**config.mk**
```make
export PLATFORM = sky130hd
export DESIGN_NAME = uart_row_packet_framer
export DESIGN_NICKNAME = d
export VERILOG_FILES = /design/src/rtl/uart_row_packet_framer.sv
export SDC_FILE = /design/constraint.sdc
export NUM_CORES = 1
export LEC_CHECK = 0
export CORE_MARGIN = 2
export CORE_UTILIZATION = 45
export DETAILED_ROUTE_END_ITERATION = 7
export GPL_TIMING_DRIVEN = 0
export SETUP_SLACK_MARGIN = 0.3
export SLEW_MARGIN = 30
export SYNTH_ARGS = -nofsm -noshare
export SYNTH_HDL_FRONTEND = slang
export SYNTH_SLANG_ARGS = --single-unit
```
**constraint.sdc**
```tcl
create_clock -name clk -period 4.81 [get_ports clk]
set_input_delay 0.962 -clock clk [delete_from_list [all_inputs] [get_ports clk]]
set_output_delay 0.962 -clock clk [all_outputs]
set_load 0.02 [all_outputs]
```
**src/rtl/uart_row_packet_framer.sv**
```systemverilog
// Row-packet framer between the UART receiver and the VGA frame buffer:
// parses header/payload/trailer, writes pixels and queues answer bytes for the UART transmitter.
module uart_row_packet_framer #(
    parameter int         HDR_BYTES      = 2,
    parameter int         PAYLOAD_BYTES  = 240,
    parameter int         ROWS           = 480,
    parameter logic [7:0] END_WORD       = 8'hDD,
    parameter bit         ACK_EVERY_BYTE = 1'b1,
    parameter int         TIMEOUT_CYCLES = 50000,
    parameter logic [7:0] ANS_ROW        = 8'hCC,
    parameter logic [7:0] ANS_DATA       = 8'hAA,
    parameter logic [7:0] ANS_OK         = 8'hFF,
    parameter logic [7:0] ANS_PARTIAL    = 8'h11,
    parameter logic [7:0] ANS_BAD        = 8'hEE,
    localparam int        ROW_W          = (ROWS > 1) ? $clog2(ROWS) : 1,
    localparam int        COL_W          = (PAYLOAD_BYTES > 1) ? $clog2(PAYLOAD_BYTES) : 1
) (
    input  logic             clk,
    input  logic             rst,
    input  logic [7:0]       rx_data,
    input  logic             rx_done,
    input  logic             tx_busy,
    output logic             tx_start,
    output logic [7:0]       tx_data,
    output logic             wr_en,
    output logic [ROW_W-1:0] wr_row,
    output logic [COL_W-1:0] wr_col,
    output logic [7:0]       wr_data,
    output logic             pkt_ok,
    output logic             pkt_err,
    output logic             ans_ovf
);

    localparam int HW = 8 * HDR_BYTES;
    localparam int TW = $clog2(TIMEOUT_CYCLES + 1);

    typedef enum logic [1:0] {HDR, PAY, TRL, DROP} state_t;

    state_t           state;
    logic [HW-1:0]    row;
    logic [2:0]       hdr_cnt;
    logic [COL_W-1:0] col;
    logic [TW-1:0]    idle;
    logic             part_pend;
    logic [7:0]       part_byte;

    logic [7:0]       fifo_mem [4];
    logic [1:0]       rd_ptr;
    logic [1:0]       wr_ptr;
    logic [2:0]       count;
    logic [1:0]       holdoff;

    logic [HW+7:0]    row_cat;
    logic [HW-1:0]    row_next;
    logic             row_ok;
    logic             hdr_last;
    logic             col_last;
    logic             active;
    logic             timeout;
    logic [31:0]      col_ext;
    logic [7:0]       pay_cnt;
    logic             enq;
    logic [7:0]       enq_data;
    logic             lost;
    logic             pop;
    logic             enq_ok;

    // Byte decode, timeout detection and answer-queue arbitration
    always_comb begin
        row_cat  = {row, rx_data};
        row_next = row_cat[HW-1:0];
        row_ok   = (64'(row_next) < 64'(ROWS));
        hdr_last = (hdr_cnt == 3'(HDR_BYTES - 1));
        col_last = (col == COL_W'(PAYLOAD_BYTES - 1));
        active   = (state != HDR) || (hdr_cnt != 3'd0);
        timeout  = active && !rx_done && (idle == TW'(TIMEOUT_CYCLES - 1));
        col_ext  = 32'(col);
        // Count byte of a partial answer: payload bytes seen so far, saturated
        if (state == PAY) begin
            pay_cnt = (col_ext > 32'd255) ? 8'hFF : col_ext[7:0];
        end else if (state == TRL) begin
            pay_cnt = (PAYLOAD_BYTES > 255) ? 8'hFF : 8'(PAYLOAD_BYTES);
        end else begin
            pay_cnt = 8'h00;
        end
        enq      = 1'b0;
        enq_data = 8'h00;
        if (part_pend) begin
            enq      = 1'b1;
            enq_data = part_byte;
        end else if (timeout && (state != DROP)) begin
            enq      = 1'b1;
            enq_data = ANS_PARTIAL;
        end else if (rx_done) begin
            case (state)
                HDR: begin
                    if (hdr_last) begin
                        enq      = 1'b1;
                        enq_data = row_ok ? ANS_ROW : ANS_BAD;
                    end else begin
                        enq = 1'b0;
                    end
                end
                PAY: begin
                    enq      = ACK_EVERY_BYTE;
                    enq_data = ANS_DATA;
                end
                TRL: begin
                    enq      = 1'b1;
                    enq_data = (rx_data == END_WORD) ? ANS_OK : ANS_BAD;
                end
                default: enq = 1'b0;
            endcase
        end else begin
            enq = 1'b0;
        end
        // A header answer colliding with the pending count byte cannot be queued
        lost   = part_pend && rx_done && (state == HDR) && hdr_last;
        pop    = (count != 3'd0) && !tx_busy && (holdoff == 2'd0);
        enq_ok = enq && ((count != 3'd4) || pop);
    end

    // Packet FSM with registered write and status outputs
    always_ff @(posedge clk or posedge rst) begin
        if (rst) begin
            state     <= HDR;
            row       <= '0;
            hdr_cnt   <= 3'd0;
            col       <= '0;
            idle      <= '0;
            part_pend <= 1'b0;
            part_byte <= 8'h00;
            wr_en     <= 1'b0;
            wr_row    <= '0;
            wr_col    <= '0;
            wr_data   <= 8'h00;
            pkt_ok    <= 1'b0;
            pkt_err   <= 1'b0;
        end else begin
            wr_en     <= 1'b0;
            pkt_ok    <= 1'b0;
            pkt_err   <= 1'b0;
            part_pend <= 1'b0;
            if (rx_done || !active || timeout) begin
                idle <= '0;
            end else begin
                idle <= idle + TW'(1);
            end
            if (timeout) begin
                state   <= HDR;
                hdr_cnt <= 3'd0;
                if (state != DROP) begin
                    part_pend <= 1'b1;
                    part_byte <= pay_cnt;
                    pkt_err   <= 1'b1;
                end
            end else if (rx_done) begin
                case (state)
                    HDR: begin
                        row <= row_next;
                        if (hdr_last) begin
                            hdr_cnt <= 3'd0;
                            col     <= '0;
                            if (row_ok) begin
                                state <= PAY;
                            end else begin
                                state   <= DROP;
                                pkt_err <= 1'b1;
                            end
                        end else begin
                            hdr_cnt <= hdr_cnt + 3'd1;
                        end
                    end
                    PAY: begin
                        wr_en   <= 1'b1;
                        wr_row  <= ROW_W'(row);
                        wr_col  <= col;
                        wr_data <= rx_data;
                        if (col_last) begin
                            state <= TRL;
                        end else begin
                            col <= col + COL_W'(1);
                        end
                    end
                    TRL: begin
                        state <= HDR;
                        if (rx_data == END_WORD) begin
                            pkt_ok <= 1'b1;
                        end else begin
                            pkt_err <= 1'b1;
                        end
                    end
                    DROP: begin
                        if (rx_data == END_WORD) begin
                            state <= HDR;
                        end
                    end
                    default: state <= HDR;
                endcase
            end
        end
    end

    // Answer FIFO and transmit launcher; holdoff masks the busy rise latency
    always_ff @(posedge clk or posedge rst) begin
        if (rst) begin
            for (int i = 0; i < 4; i++) begin
                fifo_mem[i] <= 8'h00;
            end
            rd_ptr   <= 2'd0;
            wr_ptr   <= 2'd0;
            count    <= 3'd0;
            holdoff  <= 2'd0;
            tx_start <= 1'b0;
            tx_data  <= 8'h00;
            ans_ovf  <= 1'b0;
        end else begin
            if (enq_ok) begin
                fifo_mem[wr_ptr] <= enq_data;
                wr_ptr           <= wr_ptr + 2'd1;
            end
            if (pop) begin
                rd_ptr   <= rd_ptr + 2'd1;
                tx_data  <= fifo_mem[rd_ptr];
                tx_start <= 1'b1;
                holdoff  <= 2'd2;
            end else begin
                tx_start <= 1'b0;
                if (holdoff != 2'd0) begin
                    holdoff <= holdoff - 2'd1;
                end
            end
            case ({enq_ok, pop})
                2'b10:   count <= count + 3'd1;
                2'b01:   count <= count - 3'd1;
                default: count <= count;
            endcase
            if ((enq && !enq_ok) || lost) begin
                ans_ovf <= 1'b1;
            end
        end
    end

endmodule

```
Yosys cells after proc, flatten, opt, wreduce, memory -nomap -nowiden

Index checks and enable logic that the tools add are counted.

Register bits: 126

$add $sub $neg: 8
Order comparisons: 4
Equal/unequal tests: 16
Multiplexer cells: 54
Bitwise logic cells: 3
Reduce and logical (&&, ||, !) cells: 38

Operators by type and width:

| kind                                                                           | number |
|---|---|
| 8-bit two-way mux                                                              | 11 |
| 32-bit bitwise mux                                                             | 1 |
| 8-bit one-hot mux with 3 select lines                                          | 1 |
| 1-bit two-way mux                                                              | 19 |
| 16-bit by 1-bit adder with 16-bit output (second input constant)               | 1 |
| 8-bit binary-select mux with 2-bit select                                      | 1 |
| 8-bit demux with 2-bit select                                                  | 1 |
| 16-bit equality test (second input constant)                                   | 1 |
| 8-bit equality test (second input constant)                                    | 2 |
| 16-bit by 9-bit less-than comparator with 1-bit output (second input constant) | 1 |
| 16-bit two-way mux                                                             | 1 |
| 2-bit two-way mux                                                              | 8 |
| 8-bit one-hot mux with 2 select lines                                          | 1 |
| 2-bit nonzero test                                                             | 7 |
| 3-bit two-way mux                                                              | 4 |
| 3-bit != test (second input constant)                                          | 4 |
| 1-bit logical AND                                                              | 11 |
| 8-bit by 1-bit adder with 8-bit output (second input constant)                 | 1 |
| 2-bit one-hot mux with 4 select lines                                          | 1 |
| 3-bit by 1-bit adder with 3-bit output (second input constant)                 | 2 |
| 2-bit equality test (second input constant)                                    | 3 |
| 3-bit >= comparator (second input constant)                                    | 2 |
| 6-bit two-way mux                                                              | 1 |
| 2-bit != test (second input constant)                                          | 3 |
| other kinds (20)                                                               | 35 |

Longest topological paths before layout

Depth after elaboration: 11
Gate-level depth with buffers: 13

Worst setup path after synthesis

No wires, ideal clock.

Path kind: input-to-reg
From: input rx_done
To: register count[2]
Library setup time: 125 ps
Arrival: 2,689 ps
Data required time: 4,685 ps
Setup slack: 1,996 ps
Cell stages on the path: 11
Cells stage by stage: clkbuf_1 > a31oi_1 > nand3_1 > a21boi_1 > inv_1 > ha_1 > inv_1 > fa_1 > xor2_1 > nor2_1 > xor2_1

Longest elaborated chain between the ends: 9
Elaborated cells between the ends (all ways): 12
Those cells by class: 2 x eq/ne; 4 x mux; 6 x reduce/logical

Ends and longest elaborated chain:

| what                                                                                  | RTL line | text |
|---|---|---|
| from (decl)                                                                           | 21       | `input logic rx_done,` |
| 1-bit logical NOT                                                                     | 76       | `timeout = active && !rx_done && (idle == TW'(TIMEOUT_CYCLES - 1));` |
| 1-bit logical AND (2 in series)                                                       | 76       |  |
| 1-bit logical AND                                                                     | 91       | `end else if (timeout && (state != DROP)) begin` |
| 1-bit two-way mux *                                                                   | 91       |  |
| 1-bit two-way mux *                                                                   | 88       | `if (part_pend) begin` |
| 1-bit logical AND *                                                                   | 120      | `enq_ok = enq && ((count != 3'd4) \|\| pop);` |
| 2-bit by 1-bit equality test with 1-bit output or 2-bit equality test (tied branches) | 233      | `case ({enq_ok, pop})` |
| 3-bit one-hot mux with 2 select lines or 2-bit nonzero test (tied branches)           | --       |  |
| to (signal assigned)                                                                  | 234      | `2'b10: count <= count + 3'd1;` |
| to (signal assigned)                                                                  | 235      | `2'b01: count <= count - 3'd1;` |
| to (signal assigned)                                                                  | 236      | `default: count <= count;` |
| to (decl)                                                                             | 50       | `logic [2:0] count;` |

Every way passes the cells marked *; elsewhere a longest branch is shown, timed or not.
A chain may end at the register's enable or synchronous reset.

Worst setup path after layout

From: input tx_busy
To: register count[2]

Longest elaborated chain between the ends: 7
Elaborated cells between the ends (all ways): 9
Those cells by class: 2 x eq/ne; 1 x mux; 6 x reduce/logical

Ends and longest elaborated chain:

| what                                                                                  | RTL line | text |
|---|---|---|
| from (decl)                                                                           | 22       | `input logic tx_busy,` |
| 1-bit logical NOT *                                                                   | 119      | `pop = (count != 3'd0) && !tx_busy && (holdoff == 2'd0);` |
| 1-bit logical AND * (2 in series)                                                     | 119      |  |
| 1-bit logical OR                                                                      | 120      |  |
| 1-bit logical AND                                                                     | 120      |  |
| 2-bit by 1-bit equality test with 1-bit output or 2-bit equality test (tied branches) | 233      |  |
| 3-bit one-hot mux with 2 select lines or 2-bit nonzero test (tied branches)           | --       |  |

Marks and branches as above.

==> metrics.cfg <==
[status]
status = finished, final reports clean

[synthesis]
ys_warn_count = 0
synth_most_common_cell = dfrtp_1
synth_area_um2 = 5700
synth.net_count = 510
syn_inst = 485
synth.largest_area_cell = dfrtp_1
synth_cell_type_count = 52
ys_seq_area_share_pct = 55.3
netlist_top_cells_count = 126 x dfrtp_1, 58 x mux2_2, 43 x nand2_1
synth_edf_count = 0
synthArstFlopShare_pct = 100
synth_ff_type = dfrtp_1
avgSynthCellArea_um2 = 11.8
ys_ff_latch = 126
synth_top_cell_area_share_pct = 55.3
synth_area_leaders = dfrtp_1 55%, mux2_2 11%, mux4_2 3.2%, nand2_1 2.8%, ha_1 2.6%

[job]
maxCapViolCount = 0

[floorplanning]
core-area_um2 = 12500
ios = 50
initial_utilization_pct = 45.5
die_y_um = 117
die_w_um = 117
die-area_um2 = 13600
fp-row-count = 41

[global_route]
grt_usage_pct = 18.5
antenna_found_initial = 0
first_global_vias = 3976
overflow = 0
grt_max_degree = 78
grt_pass1_wl_mm = 19.5

[min_path]
hp-start = holdoff[0]
hold_path_depth = 1
hold_path_class = flip-flop to flip-flop
min_to = holdoff[0]

[worst_setup_path]
path_delay_family = buffers and inverters
worst_path_max_delay_cell = clkdlybuf4s50_1
critPathKind = primary input to flip-flop
worstSetupStartpointType = primary input
worstReg2RegStart = state[1]
r2r-end = count[2]
max_stage_delay_ns = 0.47
crit_buf_inv = 4
crit_path_max_fanout = 10
worstPathArrival_ns = 3.43
reg2reg_slack_ns = 1.82
cp.required_ns = 5.13
ff2ff_path_depth = 13
end_kind = flip-flop
path_cells = clkdlybuf4s50_1 > nand2b_1 > nand4_1 > clkbuf_1 > a21boi_1 > inv_1 > ha_1 > inv_1 > fa_1 > xor2_1 > nor2_1 > xor2_1

[placed_design]
dp_hpwl_mm = 7.87
globalplace.congestion = 0.824
place_area_um2 = 6430
io_buffers = 48

[sta]
period_minus_slack_ns = 3.11
fin_skew_ns = 0.0121
max_freq_mhz = 321
setup_viol = 0
worst_pin_slew_ns = 0.775
fin_crit_sh_pct = 64.7
rsz0062_at_grt = no
hold_viol = 0
drv_slew = 0
whs_ns = 0.482
slew_headroom_pct = 48.3

[cells_and_area]
drive_gt1_share_pct = 19.1
nNetsFinal = 578
area_growth_pct = 22.8
final_cell_area_um2 = 7000
diodes = 0

[clocking]
cts_resized = 0
cts_setup_buffers = 0
cts_made_buffers = 17
clk_latency_ns = 0.41
cts_tree = done
clk_pin_slew_ns = 0.05
htree_levels = 4
cts_root_buffer = clkbuf_16
cts_buffer_depth = 2
cts.sink_count = 126
hold_buffers = 0

[route]
ant_nets = 0
post-route-drc-count = 0
via_count = 3841
viasPerCell = 5.20
drt_iter0_markers = 270
drt-pass1-iter-count = 4
drt_wl_total_mm = 11.3
wl_per_cell_um = 15.4

[pwr]
ir_worst_vdd_v = 0.000315
power_density_nw_per_um2 = 646
leakagePower_nw = 3.10

## cell usage in the layout (no fill, tap or decap), types with 4 or more instances in the layout
| cell type | n |
|---|---|
| inv_1 | 29 |
| a21oi_1 | 11 |
| ha_1 | 12 |
| mux2_2 | 58 |
| xnor2_1 | 10 |
| clkdlybuf4s50_1 | 48 |
| nand2_1 | 43 |
| a21oi_2 | 5 |
| xor2_1 | 12 |
| a21o_1 | 4 |
| and4_1 | 4 |
| nand3_1 | 21 |
| clkinv_2 | 5 |
| and3_1 | 8 |
| dfrtp_1 | 126 |
| o22a_1 | 8 |
| clkbuf_1 | 19 |
| nand4_1 | 10 |
| mux4_2 | 8 |
| o21ai_0 | 27 |
| nor2_1 | 31 |
| clkbuf_16 | 17 |
## per-layer routing
layer  vias up  track usage (%)  wire length [µm]
met2        66             28.4              5280
met5         -                0                 0
met4         0             6.35               153
li1       1840                -                 -
met1      1924             24.9              5390
met3        11             6.02               526
## state kept, by name, indices dropped and copies added, names as in the netlist, 3 cells and up
register,count
part_byte,8
fifo_mem,32
idle,16
hdr_cnt,3
wr_row,9
count,3
col,8
wr_col,8
tx_data,8
row,9
wr_data,8
## cells by family (layout without fill, tap and decap cells)
kind of cell | count (synthesis) | in the layout | synth area share [%]
buffers and inverters | 46 | 127 | 3.05
flip-flops | 126 | 126 | 55.3
adder cells (fa/ha/maj) | 13 | 13 | 2.99
AND/OR/NAND/NOR | 136 | 136 | 11.7
AO/OA/AOI/OAI | 73 | 73 | 8.36
multiplexers | 69 | 69 | 15.2
XOR/XNOR | 22 | 22 | 3.38
## final cells by class
class	count	area [µm²]
Fill cell	1115	5520
Sequential cell	126	3150
Multi-Input combinational cell	313	2370
Timing Repair Buffer	49	508
Clock buffer	25	485
Tap cell	172	215
Inverter	30	120
Clock inverter	7	85.1
Buffer	16	61.3
## power by group
group / total, mW / internal [mW] / leakage [nW] / switching [mW]
combinational: 1.64 / 0.812 / 1.21 / 0.828
sequential: 1.64 / 1.43 / 1.61 / 0.215
clock: 1.24 / 0.799 / 0.285 / 0.437
total: 4.52 / 3.04 / 3.10 / 1.48
## stage by stage
stage	utilization, %	setup TNS (ns)	setup WS (ns)	power (mW)	instances
5_1_grt	55.9	0	1.50	4.82	738
6_report	55.9	0	1.70	4.52	738
4_1_cts	55.9	0	1.71	4.57	738
2_1_floorplan	-	0	0.492	2.75	485
3_3_place_gp	51.1	-159.10	-1.27	3.26	705
3_5_place_dp	51.4	0	1.31	3.32	706
## worst max-delay path by stage
stage,startpoint,end,slack [ns],cells past startpoint
CTS,tx_busy,count[2],1.71,12
finish,tx_busy,count[2],1.70,12
global route,state[1],count[1],1.50,11
global placement,rst,idle[8],-1.27,2
detailed placement,tx_busy,count[2],1.31,12
floorplan,rst,ans_ovf,0.49,1
(Power assumes the default switching activity.)
